==> config.mk <==
export PLATFORM = sky130hd
export DESIGN_NAME = ctrl_seq
export DESIGN_NICKNAME = d
export VERILOG_FILES = /design/src/rtl/definitions.sv /design/src/rtl/ctrl_decode.sv /design/src/rtl/ctrl_seq.sv
export SDC_FILE = /design/constraint.sdc
export NUM_CORES = 1
export LEC_CHECK = 0
export CAP_MARGIN = 0
export CORE_MARGIN = 5
export CORE_UTILIZATION = 46
export CTS_BUF_LIST = sky130_fd_sc_hd__clkbuf_16
export DETAILED_ROUTE_END_ITERATION = 10
export GPL_TIMING_DRIVEN = 0
export PLACE_DENSITY = 0.89
export SETUP_SLACK_MARGIN = 0.02
export SLEW_MARGIN = 30
export SYNTH_ARGS = -nofsm -noshare
export SYNTH_HDL_FRONTEND = slang
export SYNTH_HIERARCHICAL = 1
export SYNTH_SLANG_ARGS = --single-unit
==> constraint.sdc <==
create_clock -name Clk -period 2.8 [get_ports Clk]
set_input_delay 0.28 -clock Clk [delete_from_list [all_inputs] [get_ports Clk]]
set_output_delay 0.28 -clock Clk [all_outputs]
set_load 0.02 [all_outputs]
==> src/rtl/definitions.sv <==
// rtl/definitions.sv - shared decode constants and control-sequencer state type
package definitions;

  // Low three instruction bits that select a PC jump.
  localparam logic [2:0] kRSH = 3'b101;

  localparam logic [2:0] DEF_OP_LOAD  = 3'b011;
  localparam logic [2:0] DEF_OP_STORE = 3'b110;

  typedef enum logic [2:0] {
    IDLE,
    RUN,
    LOAD_WAIT,
    FLUSH,
    DONE
  } ctrl_state_t;

endpackage

==> src/rtl/ctrl_decode.sv <==
// rtl/ctrl_decode.sv - combinational raw instruction decode, no sequencing
module ctrl_decode
  import definitions::*;
#(
  parameter int IW = 9,
  parameter int OPW = 3,
  parameter logic [OPW-1:0] OP_LOAD = OPW'(DEF_OP_LOAD),
  parameter logic [OPW-1:0] OP_STORE = OPW'(DEF_OP_STORE)
) (
  input  logic [IW-1:0] instruction,
  output logic          store,
  output logic          load,
  output logic          regwr,
  output logic          jmp,
  output logic          br,
  output logic          halt
);

  logic [OPW-1:0] op;

  assign op    = instruction[IW-1 -: OPW];
  assign store = (op == OP_STORE);
  assign load  = (op == OP_LOAD);
  assign regwr = (instruction[IW-1 -: 2] != 2'b11);
  assign jmp   = (instruction[2:0] == kRSH);
  assign br    = &instruction[3:0];
  assign halt  = &instruction;

endmodule

==> src/rtl/ctrl_seq.sv <==
// rtl/ctrl_seq.sv - sequenced control unit: decode plus load stall, branch flush, halt ack
module ctrl_seq
  import definitions::*;
#(
  parameter int IW = 9,
  parameter int OPW = 3,
  parameter logic [OPW-1:0] OP_LOAD = OPW'(DEF_OP_LOAD),
  parameter logic [OPW-1:0] OP_STORE = OPW'(DEF_OP_STORE),
  parameter int LOAD_LAT = 2,
  parameter int FLUSH_CYC = 1
) (
  input  logic          Clk,
  input  logic          Reset_n,
  input  logic          Start,
  input  logic          InstValid,
  input  logic [IW-1:0] Instruction,
  input  logic          BrCond,
  output logic          Jump,
  output logic          BranchEn,
  output logic          RegWrEn,
  output logic          MemWrEn,
  output logic          MemRdEn,
  output logic          LoadInst,
  output logic          StoreInst,
  output logic          Stall,
  output logic          Flush,
  output logic          Ack
);

  localparam logic [3:0] LOAD_INIT  = 4'(LOAD_LAT - 1);
  localparam logic [3:0] FLUSH_INIT = 4'(FLUSH_CYC - 1);

  ctrl_state_t state;
  logic [3:0]  cnt;
  logic        ack_q;

  logic store, load, regwr, jmp, br, halt;
  logic q, redirect;

  ctrl_decode #(
    .IW(IW),
    .OPW(OPW),
    .OP_LOAD(OP_LOAD),
    .OP_STORE(OP_STORE)
  ) u_decode (
    .instruction(Instruction),
    .store(store),
    .load(load),
    .regwr(regwr),
    .jmp(jmp),
    .br(br),
    .halt(halt)
  );

  assign q        = (state == RUN) & InstValid;
  assign redirect = jmp | (br & BrCond);
  assign Ack      = ack_q;

  always_ff @(posedge Clk or negedge Reset_n) begin
    if (!Reset_n) begin
      state <= IDLE;
      cnt   <= '0;
      ack_q <= 1'b0;
    end else begin
      case (state)
        IDLE: if (Start) state <= RUN;
        RUN: begin
          if (InstValid) begin
            if (halt) begin
              state <= DONE;
              ack_q <= 1'b1;
            end else if (load) begin
              cnt   <= LOAD_INIT;
              state <= LOAD_WAIT;
            end else if (redirect) begin
              cnt   <= FLUSH_INIT;
              state <= FLUSH;
            end
          end
        end
        LOAD_WAIT, FLUSH: begin
          if (cnt != 4'd0) cnt <= cnt - 4'd1;
          else state <= RUN;
        end
        DONE: begin
          if (Start) begin
            state <= RUN;
            ack_q <= 1'b0;
          end
        end
        default: state <= IDLE;
      endcase
    end
  end

  // Enables are same-cycle from the instruction; only Ack is carried in a flop.
  always_comb begin
    Jump      = 1'b0;
    BranchEn  = 1'b0;
    RegWrEn   = 1'b0;
    MemWrEn   = 1'b0;
    MemRdEn   = 1'b0;
    LoadInst  = 1'b0;
    StoreInst = 1'b0;
    Stall     = 1'b0;
    Flush     = 1'b0;
    case (state)
      IDLE: Stall = 1'b1;
      RUN: begin
        if (q && !halt) begin
          if (load) begin
            MemRdEn = 1'b1;
            Stall   = 1'b1;
          end else begin
            Jump      = jmp;
            BranchEn  = br & BrCond;
            RegWrEn   = regwr & ~store;
            MemWrEn   = store;
            StoreInst = store;
          end
        end
      end
      LOAD_WAIT: begin
        if (cnt != 4'd0) begin
          Stall = 1'b1;
        end else begin
          RegWrEn  = 1'b1;
          LoadInst = 1'b1;
        end
      end
      FLUSH: Flush = 1'b1;
      DONE:  Stall = 1'b1;
      default: Stall = 1'b1;
    endcase
  end

endmodule

# After elaboration in Yosys (flattened, before gate mapping)
# Cells that the tools add are included.
# op_classes
n_mul	0
order_cmp	0
n_addsub	1
bitwise	5
eq_ne	17
div	0
shifts	0
mux	37
n_reduce_logical	13
# ops
op	n
1-bit 2-to-1 mux	21
4-bit 2-to-1 mux	5
3-bit 2-to-1 mux	6
2-bit inequality test (second input constant)	7
4-bit AND reduction	3
3-bit by 2-bit == test with 1-bit output (second input constant)	3
3-bit == test (second input constant)	3
3-bit case mux with 3 select lines	1
9-bit AND reduction	1
4-bit case mux with 2 select lines	1
5-bit AND reduction	1
4-bit inequality test (second input constant)	1
1-bit case mux with 2 select lines	2
2-bit nonzero test	2
4-bit nonzero test	1
2-bit OR reduction	2
4-bit by 1-bit subtractor with 4-bit output (second input constant)	1
1-bit bitwise AND	3
3-bit by 1-bit == test with 1-bit output (second input constant)	1
3-bit zero test	1
3-bit inequality test (second input constant)	1
1-bit case mux with 3 select lines	1
2-bit by 1-bit inequality test with 1-bit output (second input constant)	1
1-bit logical AND	1
3 further kinds	3
# totals
elab_cells	76
romBits	0
input_bits	14
mem_bits_rw	0
regBits	8
memories	0
out_inout_bits	10
latchBits	0

# Logic depth before layout (Yosys ltp)
# logic_depth
word_depth	8
ltp_mapped	6
ltp_nobuf	5

# Modules after synthesis
# Netlist, hierarchy kept.
# modules_own_cells
mod	area_each_um2	seq_area_each_um2	instances	cells_per_inst
ctrl_seq	614.3	200.2	1	64
ctrl_decode	50.0	0.0	1	10

# Worst setup path after synthesis
# OpenSTA, ideal clock, no wires.
# synth_path
kind	register to output
startpoint	reg cnt[0]
endpoint	out RegWrEn
stages_incl_launch_ff	6
n_path_buf	0
t_arrival_ps	1677
required_time_ps	2520
slack_ps	843
path_cell_list	dfrtp_1 inv_1 ha_1 or3b_4 nor3b_2 a31o_1
# synth_between
elab_chain_cells	3
# synth_rtl
element	line	rtl
start: declaration	ctrl_seq.sv:34	logic [3:0] cnt;
start signal: assignment	ctrl_seq.sv:82	if (cnt != 4'd0) cnt <= cnt - 4'd1;
4-bit nonzero test	ctrl_seq.sv:124	if (cnt != 4'd0) begin
1-bit 2-to-1 mux	ctrl_seq.sv:124	
1-bit case mux with 2 select lines	ctrl_seq.sv:107	case (state)
end: declaration	ctrl_seq.sv:20	output logic RegWrEn,
# Every way passes these cells.

# Worst setup path in the final report
# layout_path
startpoint	in Instruction[6]
endpoint	out StoreInst
# layout_between
elab_chain_cells	5
word_cells_on_any_way	8
cone_classes	eq/ne: 2; mux: 3; reduce/logical: 3
# layout_rtl
element	line	rtl
start: declaration	ctrl_seq.sv:16	input logic [IW-1:0] Instruction,
9-bit AND reduction	ctrl_decode.sv:27	assign halt = &instruction;
via halt	ctrl_seq.sv:37	logic store, load, regwr, jmp, br, halt;
1-bit zero test	ctrl_seq.sv:110	if (q && !halt) begin
1-bit logical AND	ctrl_seq.sv:110	
1-bit 2-to-1 mux	ctrl_seq.sv:110	
1-bit 2-to-1 mux	ctrl_seq.sv:107	
end: declaration	ctrl_seq.sv:24	output logic StoreInst,
# The timed path passes the listed nets, and every way through them passes these cells.

==> flow_metrics.env <==
export IMPL_fin_tns_setup_ps=0
export IMPL_r2r_end="cnt[0]$_DFFE_PN0P_"
export IMPL_cap_viol_max_count=0
export IMPL_n_antenna_cell=0
export IMPL_hold_viol=0
export IMPL_r2r_start="cnt[0]$_DFFE_PN0P_"
export IMPL_clockBufferDepth=2
export IMPL_ctsRootBufferMaster="clkbuf_16"
export IMPL_synth_seq_cells=8
export IMPL_drtIter0Drc=16
export IMPL_yosysTopAreaCellShare=0.301
export IMPL_io_buffer_count=23
export IMPL_drv_slew=0
export IMPL_synth_warnings=6
export IMPL_avgRoutedWirePerCell_um=15.2
export IMPL_internal_power_uw=536
export IMPL_arrival_ps=2430
export IMPL_rows=13
export IMPL_max_freq_mhz=369
export IMPL_tritoncts="built"
export IMPL_p_clk_frac=0.275
export IMPL_clk_pin_slew_worst_paths_ps=30
export IMPL_finalCritPeriodShare=0.969
export IMPL_num_fill_cells=96
export IMPL_end_kind="output port"
export IMPL_synthCells=74
export IMPL_finalCriticalPeriod_ps=2710
export IMPL_slowest_delay_ps=540
export IMPL_power_uw=841
export IMPL_hold_path_class="input port to async pin"
export IMPL_ant_nets=0
export IMPL_whs_ps=320
export IMPL_path_cells="clkdlybuf4s50_1 -> nand3_1 -> nor4_4 -> nor3b_4 -> nor3b_4 -> and2_1 -> buf_4 -> clkdlybuf4s50_1"
export IMPL_grt_pass1_vias=652
export IMPL_multi_input_area_um2=453
export IMPL_htreeDepth=1
export IMPL_antenna_found_initial=0
export IMPL_cp_start_kind="input port"
export IMPL_syn_nets=90
export IMPL_worst_r2r_path_depth=5
export IMPL_core_um2=1330
export IMPL_start_util=0.498
export IMPL_vdd_drop_max_uv=698
export IMPL_dieArea_um2=2300
export IMPL_drive_gt1_frac=0.139
export IMPL_syn_area_um2=664
export IMPL_synth_area_leader_cell="dfrtp_1"
export IMPL_setup_viol=0
export IMPL_cts_sink_count=8
export IMPL_totalWireLength_um=1760
export IMPL_worst_slack_ps=86.7
export IMPL_cp_buffers_inverters=3
export IMPL_finalClockSkew_ps=0.130
export IMPL_slowest_stage="clkdlybuf4s50_1"
export IMPL_cellPowerDensity_nw_per_um2=825
export IMPL_p_switching_uw=305
export IMPL_postCtsHoldBufs=0
export IMPL_numCtsBuffers=3
export IMPL_cp_required_ps=2520
export IMPL_die_h_um=48.0
export IMPL_hpwl_um=1340
export IMPL_clk_latency_ps=230
export IMPL_die_x_um=48.0
export IMPL_grt_max_degree=11
export IMPL_yosys_cell_types_count=37
export IMPL_leakagePower_uw=0.000448
export IMPL_fin_nets=119
export IMPL_synthTopCellsByArea="dfrtp_1 (30%), nor3b_2 (5.6%), and2_1 (3.8%), ha_1 (3.8%), nor2_1 (3.4%)"
export IMPL_crit_family="buffers and inverters"
export IMPL_power_frac_seq=0.244
export IMPL_power_frac_comb=0.481
export IMPL_rsz0062_at_grt="true"
export IMPL_grt_overflow_total=0
export IMPL_status="finished, final reports clean"
export IMPL_grtUsageTotal=0.168
export IMPL_drt_first_pass_iters=4
export IMPL_ys_seq_area_frac=0.301
export IMPL_cp_max_fo=5
export IMPL_sw_frac_of_total=0.363
export IMPL_area_growth_pct=53.5
export IMPL_finish_instance_area_um2=1020
export IMPL_grt_pass1_wl_um=2640
export IMPL_routabilityCongestion=0.770
export IMPL_pre_cts_slack_ps=9.56
export IMPL_vias=698
export IMPL_maxSlewHeadroom=0.696
export IMPL_viasPerCell=6.02
export IMPL_placed_cell_area_um2=913
export IMPL_route_detailed_drc=0
export IMPL_regArea_um2=200
export IMPL_avgSynthCellArea_um2=8.98
export IMPL_crit_type="input port to output port"
export IMPL_r2r_setup_slack_ps=1060
export IMPL_worst_pin_slew_ps=455
export IMPL_io_pins=24
==> through the flow <==
stage          utilization  std cells
3_5_place_dp         0.685        112
5_1_grt              0.765        116
6_report             0.765        116
4_1_cts              0.748        115
2_1_floorplan            -         74
3_3_place_gp         0.685        112
==> state kept, by name, indices dropped and copies added, names as in the netlist <==
register and count:
Ack 1, cnt 4, state 3
==> cell usage in the layout, fill, tap and decap left out, drive strengths merged <==
cell type and instances:
dfrtp 8, a32oi 1, nor4b 1, and3b 1, dlymetal6s2s 1, nand4b 1
nor3 2, o22ai 1, and2 4, mux2i 1, a211o 1, a221o 2
clkbuf 4, a32o 2, nor2b 3, buf 4, nor3b 5, a21oi 3
and3 1, o311a 1, nor4 1, nor4bb 1, a31o 1, clkdlybuf4s50 22
or3 1, a21o 2, nor2 6, nand2 6, ha 2, o21ai 2
or3b 2, o31a 1, inv 3, nand3 2, nand2b 2
==> worst reg2reg max path: stages (launching register included) <==
cell	delay, ps
dfrtp_1	420
inv_1	100
ha_1	190
or3b_4	430
a221o_1	340
o31a_1	120
==> repair_timing <==
item / 4_1_cts / 5_1_grt
setup buffers: 0 / 1
gates resized for setup: 1 / 3
hold endpoints to repair: 0 / 0
pin swaps: 0 / 1
setup endpoints to repair: 1 / 2
gates cloned: 0 / 0
==> synth_stat cells, drive strengths merged <==
cell type,n
a211o,1
a21o,2
a21oi,3
a221o,2
a31o,1
a32o,2
a32oi,1
and2,4
and3,1
and3b,1
buf,3
clkbuf,1
dfrtp,8
ha,2
inv,3
mux2i,1
nand2,6
nand2b,2
nand3,2
nand4b,1
nor2,6
nor2b,3
nor3,2
nor3b,5
nor4,1
nor4b,1
nor4bb,1
o21ai,2
o22ai,1
o311a,1
o31a,1
or3,1
or3b,2
==> worst max path at each step <==
stage / slack, ps / startpoint / end / depth (start not counted)
after floorplan: 840 / cnt[0]$_DFFE_PN0P_ / RegWrEn / 5
after global placement: 40 / Instruction[2] / Stall / 7
after detailed placement: 10 / Instruction[1] / Stall / 7
after CTS: 70 / Instruction[7] / StoreInst / 8
after global routing: -10 / Instruction[6] / StoreInst / 8
final: 90 / Instruction[6] / StoreInst / 8
==> routing by layer <==
metal | routed length, µm | track usage | share of wire | up-vias
met5 | 0 | 0 | 0 | -
met4 | 44 | 0.118 | 0.025 | 0
met3 | 221 | 0.0526 | 0.13 | 9
met2 | 832 | 0.301 | 0.47 | 43
met1 | 665 | 0.161 | 0.38 | 316
li1 | - | - | - | 330
==> cell type report <==
type                       count  area share
multi-input combinational     59       0.444
timing repair buffer          24       0.236
sequential                     8       0.196
clock buffer                   3      0.0736
buffer                         4      0.0209
tap                           15      0.0184
inverter                       3      0.0110
==> logic make-up after synthesis <==
family	Yosys count	share of synthesized area
DFF	8	0.301
muxes	1	0.0151
and+or+nand+nor	39	0.388
adders and majority gates	2	0.0377
buffers and inverters	7	0.0490
AOI/OAI and AO/OA	17	0.209
==> power groups by stage <==
stage	clock [µW]	combinational [µW]	sequential (µW)
6_report	232	404	205
3_3_place_gp	0	383	197
5_1_grt	245	441	210
4_1_cts	236	396	200
2_1_floorplan	0	278	190
3_5_place_dp	0	393	201
No activity file was read; power rests on OpenSTA's default activity.
